## src/rtl/moving_average_inverse_pkg.sv

```systemverilog
`default_nettype none
// +-----------------------------------------------------------------------+
// | moving_average_inverse_pkg: widths, types and helpers for the inverse |
// | moving-average reconstructor.                        Revision: 1.0    |
// +-----------------------------------------------------------------------+
package moving_average_inverse_pkg;

  localparam int SIZE_MAX_WINDOW = 64;
  localparam int SIZE_DATA       = 16;
  localparam int SIZE_PTR        = $clog2(SIZE_MAX_WINDOW);
  localparam int SIZE_SUM        = SIZE_DATA + SIZE_PTR;
  localparam int SIZE_WIN        = SIZE_PTR + 1;
  localparam int SIZE_ACC        = SIZE_SUM + 2;

  typedef logic signed [SIZE_DATA-1:0] data_t;
  typedef logic signed [SIZE_SUM-1:0]  sum_t;
  typedef logic signed [SIZE_ACC-1:0]  acc_t;
  typedef logic [SIZE_PTR-1:0]         ptr_t;
  typedef logic [SIZE_WIN-1:0]         win_t;

  typedef enum logic {
    ST_FILL = 1'b0,
    ST_RUN  = 1'b1
  } state_t;

  localparam acc_t C_DATA_MAX = acc_t'((2 ** (SIZE_DATA - 1)) - 1);
  localparam acc_t C_DATA_MIN = acc_t'(-(2 ** (SIZE_DATA - 1)));
  localparam win_t C_WIN_MAX  = win_t'(SIZE_MAX_WINDOW);

  function automatic win_t clamp_window(input win_t ws);
    if (ws == '0) return win_t'(1);
    if (ws > C_WIN_MAX) return C_WIN_MAX;
    return ws;
  endfunction

endpackage
`default_nettype wire

```

## src/rtl/moving_average_inverse_history_ram.sv

```systemverilog
`default_nettype none
// +-----------------------------------------------------------------------+
// | moving_average_inverse_history_ram: circular sample history, one      |
// | shared address, read-before-write.                   Revision: 1.0    |
// +-----------------------------------------------------------------------+
module moving_average_inverse_history_ram
  import moving_average_inverse_pkg::*;
(
  input  logic                        clk,
  input  logic                        we_i,
  input  logic [SIZE_PTR-1:0]         addr_i,
  input  logic signed [SIZE_DATA-1:0] wdata_i,
  output logic signed [SIZE_DATA-1:0] rdata_o
);

  data_t mem_q [SIZE_MAX_WINDOW];

  // Asynchronous read sees the contents from before this cycle's write.
  assign rdata_o = mem_q[addr_i];

  always_ff @(posedge clk) begin
    if (we_i) begin
      mem_q[addr_i] <= wdata_i;
    end
  end

endmodule
`default_nettype wire

```

## src/rtl/moving_average_inverse.sv

```systemverilog
`default_nettype none
// +-----------------------------------------------------------------------+
// | moving_average_inverse: rebuilds samples x[n] = S[n]-S[n-1]+x[n-N]    |
// | from a windowed running sum, with saturation.        Revision: 1.0    |
// +-----------------------------------------------------------------------+
module moving_average_inverse
  import moving_average_inverse_pkg::*;
(
  input  logic                        clk,
  input  logic                        reset,
  input  logic                        clear,
  input  logic [SIZE_WIN-1:0]         window_size,
  input  logic                        in_valid,
  output logic                        in_ready,
  input  logic signed [SIZE_SUM-1:0]  in_sum,
  output logic                        out_valid,
  input  logic                        out_ready,
  output logic signed [SIZE_DATA-1:0] out_data,
  output logic                        overflow
);

  logic   out_valid_q, out_valid_d;
  data_t  out_data_q,  out_data_d;
  logic   overflow_q,  overflow_d;
  sum_t   prev_sum_q,  prev_sum_d;
  ptr_t   wr_ptr_q,    wr_ptr_d;
  win_t   fill_cnt_q,  fill_cnt_d;
  win_t   win_q,       win_d;

  state_t state;
  logic   xfer;
  data_t  hist_rd;
  data_t  old;
  acc_t   diff;
  data_t  sat;
  logic   clamped;

  assign in_ready = !out_valid_q || out_ready;
  assign xfer     = in_valid && in_ready && !clear;
  assign state    = (fill_cnt_q < win_q) ? ST_FILL : ST_RUN;
  assign old      = (state == ST_FILL) ? '0 : hist_rd;
  assign diff     = acc_t'(in_sum) - acc_t'(prev_sum_q) + acc_t'(old);

  always_comb begin
    sat     = diff[SIZE_DATA-1:0];
    clamped = 1'b0;
    if (diff > C_DATA_MAX) begin
      sat     = {1'b0, {(SIZE_DATA-1){1'b1}}};
      clamped = 1'b1;
    end else if (diff < C_DATA_MIN) begin
      sat     = {1'b1, {(SIZE_DATA-1){1'b0}}};
      clamped = 1'b1;
    end
  end

  moving_average_inverse_history_ram u_hist (
    .clk     (clk),
    .we_i    (xfer),
    .addr_i  (wr_ptr_q),
    .wdata_i (sat),
    .rdata_o (hist_rd)
  );

  always_comb begin
    out_valid_d = out_valid_q;
    out_data_d  = out_data_q;
    overflow_d  = overflow_q;
    prev_sum_d  = prev_sum_q;
    wr_ptr_d    = wr_ptr_q;
    fill_cnt_d  = fill_cnt_q;
    win_d       = win_q;
    if (xfer) begin
      out_valid_d = 1'b1;
      out_data_d  = sat;
      overflow_d  = overflow_q | clamped;
      prev_sum_d  = in_sum;
      wr_ptr_d    = ({1'b0, wr_ptr_q} == win_q - win_t'(1)) ? '0 : wr_ptr_q + ptr_t'(1);
      if (state == ST_FILL) begin
        fill_cnt_d = fill_cnt_q + win_t'(1);
      end
    end else if (out_ready) begin
      out_valid_d = 1'b0;
    end
    // History needs no flush: FILL forces old=0 until every slot in the window is rewritten.
    if (clear) begin
      out_valid_d = 1'b0;
      out_data_d  = '0;
      prev_sum_d  = '0;
      wr_ptr_d    = '0;
      fill_cnt_d  = '0;
      win_d       = clamp_window(window_size);
    end
  end

  always_ff @(posedge clk) begin
    if (reset) begin
      out_valid_q <= 1'b0;
      out_data_q  <= '0;
      overflow_q  <= 1'b0;
      prev_sum_q  <= '0;
      wr_ptr_q    <= '0;
      fill_cnt_q  <= '0;
      win_q       <= clamp_window(window_size);
    end else begin
      out_valid_q <= out_valid_d;
      out_data_q  <= out_data_d;
      overflow_q  <= overflow_d;
      prev_sum_q  <= prev_sum_d;
      wr_ptr_q    <= wr_ptr_d;
      fill_cnt_q  <= fill_cnt_d;
      win_q       <= win_d;
    end
  end

  assign out_valid = out_valid_q;
  assign out_data  = out_data_q;
  assign overflow  = overflow_q;

endmodule
`default_nettype wire

```

## config.mk

```make
export PLATFORM = sky130hd
export DESIGN_NAME = moving_average_inverse
export DESIGN_NICKNAME = d
export VERILOG_FILES = /design/src/rtl/moving_average_inverse_pkg.sv /design/src/rtl/moving_average_inverse_history_ram.sv /design/src/rtl/moving_average_inverse.sv
export SDC_FILE = /design/constraint.sdc
export NUM_CORES = 1
export LEC_CHECK = 0
export BUFFER_PORTS_ARGS = -buffer_cell sky130_fd_sc_hd__buf_2
export CAP_MARGIN = 10
export CORE_MARGIN = 2
export CORE_UTILIZATION = 25
export DETAILED_ROUTE_END_ITERATION = 7
export GPL_TIMING_DRIVEN = 0
export PLACE_DENSITY = 0.4
export SYNTH_ARGS = -nofsm -noshare
export SYNTH_HDL_FRONTEND = slang
export SYNTH_SLANG_ARGS = --single-unit
```

## constraint.sdc

```tcl
create_clock -name clk -period 8.1 [get_ports clk]
set_clock_uncertainty 0.2 [all_clocks]
set_input_delay 0.81 -clock clk [delete_from_list [all_inputs] [get_ports clk]]
set_output_delay 0.81 -clock clk [all_outputs]
set_load 0.01 [all_outputs]
```

### Yosys cells after proc, flatten, opt, wreduce, memory -nomap -nowiden

Memories as Yosys holds them, arrays and structs flattened. A register that Yosys moved wholly into a read port is not among the register bits.
Cells that the tools add are included.

* output and inout port bits: 19
* memory bits (read-only): 0
* memories kept: 1
* bits of input ports: 34
* word-level logic and storage cells: 57
* bits in registers: 60
* bits in writable memories: 1024
* bits in latches: 0

Memory list
* u_hist.mem_q: words 64, bits a word 16, rd ports 1, clocked after memory_dff 1, write ports 1, line moving_average_inverse_history_ram.sv:16 `data_t mem_q [SIZE_MAX_WINDOW];`

* multiplexer cells: 28
* $add $sub $neg: 5
* bitwise logic cells: 1
* multipliers: 0
* equality and inequality tests: 1
* divide/modulo/power cells: 0
* order comparisons: 4
* shifts and indexed selects: 0
* reductions and logical operators: 10

Operator list (count)
* 7-bit 2-to-1 mux: 8
* 16-bit 2-to-1 mux: 3
* 23-bit by 16-bit adder with 24-bit output: 1
* 24-bit by 16-bit greater-than comparator with 1-bit output (second input constant): 1
* 24-bit by 16-bit less-than comparator with 1-bit output (second input constant): 1
* 22-bit by 22-bit subtractor with 23-bit output: 1
* 6-bit 2-to-1 mux: 3
* 1-bit 2-to-1 mux: 14
* 7-bit by 1-bit adder with 7-bit output (second input constant): 1
* 6-bit by 7-bit equality test with 1-bit output: 1
* 7-bit greater-than comparator (second input constant): 1
* 7-bit logical NOT: 1
* 7-bit less-than comparator: 1
* 7-bit by 1-bit subtractor with 7-bit output (second input constant): 1
* 6-bit by 1-bit adder with 6-bit output (second input constant): 1
* 2-bit nonzero test: 2
* 1-bit logical AND: 2
* 1-bit logical NOT: 2
* 2-bit AND reduction: 1
* 2-bit OR reduction: 1
* 1-bit logical OR: 1
* 1-bit OR: 1

### Depth between registers and ports, before layout

* depth in word-level cells: 9
* gate-level depth with buffers: 27

### Hierarchy

From an unflattened synthesis, not the netlist that was laid out.

* cell total of the unflattened synthesis: 2896
* area, all modules: 44213.7 um^2

Modules (own cells, without submodules)
* moving_average_inverse_history_ram: area an instance 39160.1 um^2, times used 1, cells an instance 2248
* moving_average_inverse: area an instance 5053.6 um^2, times used 1, cells an instance 648

### Least setup slack after synthesis

OpenSTA, ideal clock, no wires.

* path type: register -> register
* from: register with a tool-made name
* to: memory u_hist.mem_q[0][2] (netlist bit) (data pin)
* library setup time: 0.514 ns
* required time: 7.386 ns
* stages on the path, launching flop included: 21
* arrival time: 6.493 ns
* path slack: 0.894 ns
* path through: dfxtp_1 clkbuf_1 clkbuf_1 buf_1 mux4_2 mux4_2 mux4_2 nand2_1 fa_1 inv_1 ha_1 buf_2 a211o_1 o211ai_1 nor4b_1 o211ai_1 a22oi_2 o2111ai_2 o31ai_4 clkbuf_1 nand2_1

RTL lines (line)
* end, declared: moving_average_inverse_history_ram.sv:16

==> metrics.txt <==
outcome complete, no violations; largest area contributor in the netlist edfxtp_1; dpl ws -1.95 ns; Die Height 423 µm; WL/cell 26.3 µm; CP top delay family buffers and inverters; Worst EP required 8.40 ns; RSZ-0062 raised after global routing false; Seq/Total Area, Yosys 73.2%; remaining global-route overflow 0; Clk Latency, worst-skew pair 0.74 ns; CTS clk-pin slew, worst paths 0.07 ns; via count 22,003; I/O Pins 53; min-delay worst type in2reg; vias per inst 4.54; vias in the first global route 22,954; hpwl dp 87.8 mm; Pwr Total 13.3 mW; Synth-to-Final Area Change 20.6%; # DRC 0; ys async rst share 0%; initial antenna violation count 14; global placement routability congestion 0.800; WHS 0.128 ns; CTS tree yes; Placeable Area 0.174 mm²; Crit Path Category reg2reg; Slew headroom 17.6%; Mapped Avg Cell Area 20.4 µm²; Setup TNS 0 ns; crit start category flop; CP endpoint kind flop; All-Layer GR Usage 14.2%; slowest stage delay, CP 0.67 ns; first-pass GRT wire length 180 mm; most instantiated cells after synthesis 1,031 x edfxtp_1, 336 x mux4_2, 117 x nand2_1; Final setup viols 0; Port Buffers 52; FF/Latch Area 0.0321 mm²; # nets final 2,503; Max Buffers Root-to-Sink 3; die area 0.179 mm²; cell with the most instances after synthesis edfxtp_1; Syn Inst Count 2,154; CP bufs+invs 4; placed insts 4,613; post-route ant nets 0; period utilisation layout 96.1%; Seq cells post-synth 1,090; EDFF count, synth 1,031; fmax 128 MHz; Hold Buf Count CTS 0; CP dominant cell by count mux4_2; CTS Sinks 1,090; Worst-Margin Slew 1.23 ns; critical path, cell by cell clkbuf_1 > clkdlybuf4s15_2 > mux4_2 > mux4_2 > mux4_2 > and2_1 > fa_1 > ha_1 > nand4_1 > a2111oi_0 > o41a_1 > nor3_1 > a311o_1 > nor3_1 > a41o_2 > buf_2 > nand2_1 > nand2_4 > buf_16; H-tree Lvls 3; critical path fanouts, max 44; DRT iter0 DRCs 2,065; Synth warnings 0; main flop type after synthesis edfxtp_1; max-cap viol count 0; Synthesized Nets 2,243; largest net degree at the start of global routing 65; Yosys cell types 62; area share of the largest cell type after synthesis 70.5%; final wirelength 127 mm; final hold vios 0; critical path arrival 8.08 ns; Finished Layout Cells 4,844; post-layout minimum cycle time 7.78 ns; layout cell share with drive strength beyond 1 32.0%; DRT Pass-1 Iters 5; cell area after synthesis 0.0439 mm²; power per cell area 251 mW/mm²; Rows 153; CP max stage cell clkdlybuf4s15_2; Multi-input gate area 0.0113 mm²; peak supply drop 0.186 mV; leakage 16.5 nW; Final Max Tran Viols 0; FILL cells 16,911; chip width 423 µm; Root Buffer clkbuf_16; setup ws final 0.315 ns; Starting Density 25.2%; CTS Buf Count 121; Synth area leaders edfxtp_1 71%, mux4_2 17%, dfxtp_1 2.7%
## repair_timing
action                                  4_1_cts  5_1_grt
gates resized for setup                      84       58
pin swaps                                     1        0
buffers inserted                              4        0
endpoints found under the setup margin     1040      896
## worst paths after layout
kind                                            startpoint                             to  slack, ns  depth (start not counted)
worst max register to register                        flop  u_hist.mem_q[63][4]$_DFFE_PP_       0.32                         19
worst min-delay path                            in_sum[21]    prev_sum_q[21]$_SDFFE_PP0P_       0.13                          3
worst min register to register  prev_sum_q[1]$_SDFFE_PP0P_     prev_sum_q[1]$_SDFFE_PP0P_       0.26                          2
worst max-delay path                                  flop  u_hist.mem_q[63][4]$_DFFE_PP_       0.32                         19
## logic make-up (layout without fill, tap and decap cells)
| family | Yosys count | in the layout | synth area share, % |
|---|---|---|---|
| fa+ha+maj | 55 | 55 | 1.94 |
| simple gates | 295 | 295 | 2.97 |
| compound gates | 165 | 165 | 2.42 |
| xor+xnor | 25 | 25 | 0.499 |
| buf+inv | 187 | 547 | 1.66 |
| other cells | 0 | 5 | 0 |
| mux | 337 | 337 | 17.3 |
| flops | 1090 | 1090 | 73.2 |
## flip-flops by register name (all words and copies together) (netlist names), named ones only
signal        count
win_q             7
out_data         16
prev_sum_q       22
u_hist.mem_q   1024
fill_cnt_q        7
overflow          1
wr_ptr_q          6
out_valid         1
## metal layers
metal	track usage, %	vias to the layer above	part of all wire [%]
li1	-	9360	-
met1	19.7	11903	45
met2	23.4	579	48
met3	2.12	161	4.1
met4	3.51	0	2.2
met5	0	-	0
## worst register-to-register path: cells and delay by family (launching register included)
kind,cells,cell delay [ns]
AND/OR/NAND/NOR,6,1.22
AO/OA/AOI/OAI,4,1.48
multiplexers,3,1.55
flip-flops,1,0.37
buffers and inverters,4,1.72
adder cells (fa/ha/maj),2,0.86
## cell usage in the layout (no fill, tap or decap), types with 8 or more instances in the layout
master / instances
a21o_1: 12
a21oi_1: 66
a21oi_2: 11
and2_1: 8
buf_1: 9
buf_12: 11
buf_16: 14
buf_2: 65
buf_8: 58
bufinv_16: 12
clkbuf_1: 69
clkbuf_16: 123
clkbuf_2: 23
clkbuf_4: 12
clkinv_1: 24
clkinv_2: 23
dfxtp_1: 59
edfxtp_1: 1031
fa_1: 22
ha_1: 33
inv_1: 77
mux4_2: 336
nand2_1: 101
nand2b_1: 8
nand3_1: 12
nand4_1: 12
nor2_1: 33
nor2_2: 64
nor2b_1: 10
nor3_1: 9
o21ai_0: 33
or3_1: 8
xnor2_1: 19
## metrics by stage
stage                     utilization, %  area, µm²
final                               30.4      52900
after global routing                30.4      52900
after CTS                           30.3      52900
after detailed placement            28.0      48800
after global placement              27.0      47100
after floorplan                        -      43900
## layout make-up
class | instances | share of cell area, %
clock buffer | 154 | 6.04
inverter | 78 | 0.553
tap | 2325 | 5.50
buffer | 108 | 1.11
multi-input combinational | 877 | 21.4
clock inverter | 69 | 1.28
sequential | 1090 | 60.7
timing repair buffer | 138 | 3.30
antenna | 5 | 0.0236
## power by group
part | switching (mW) | internal, mW
clock network | 2.24 | 3.15
logic | 0.944 | 0.325
registers | 0.0120 | 6.58
total | 3.20 | 10.1
(Power assumes the default switching activity.)
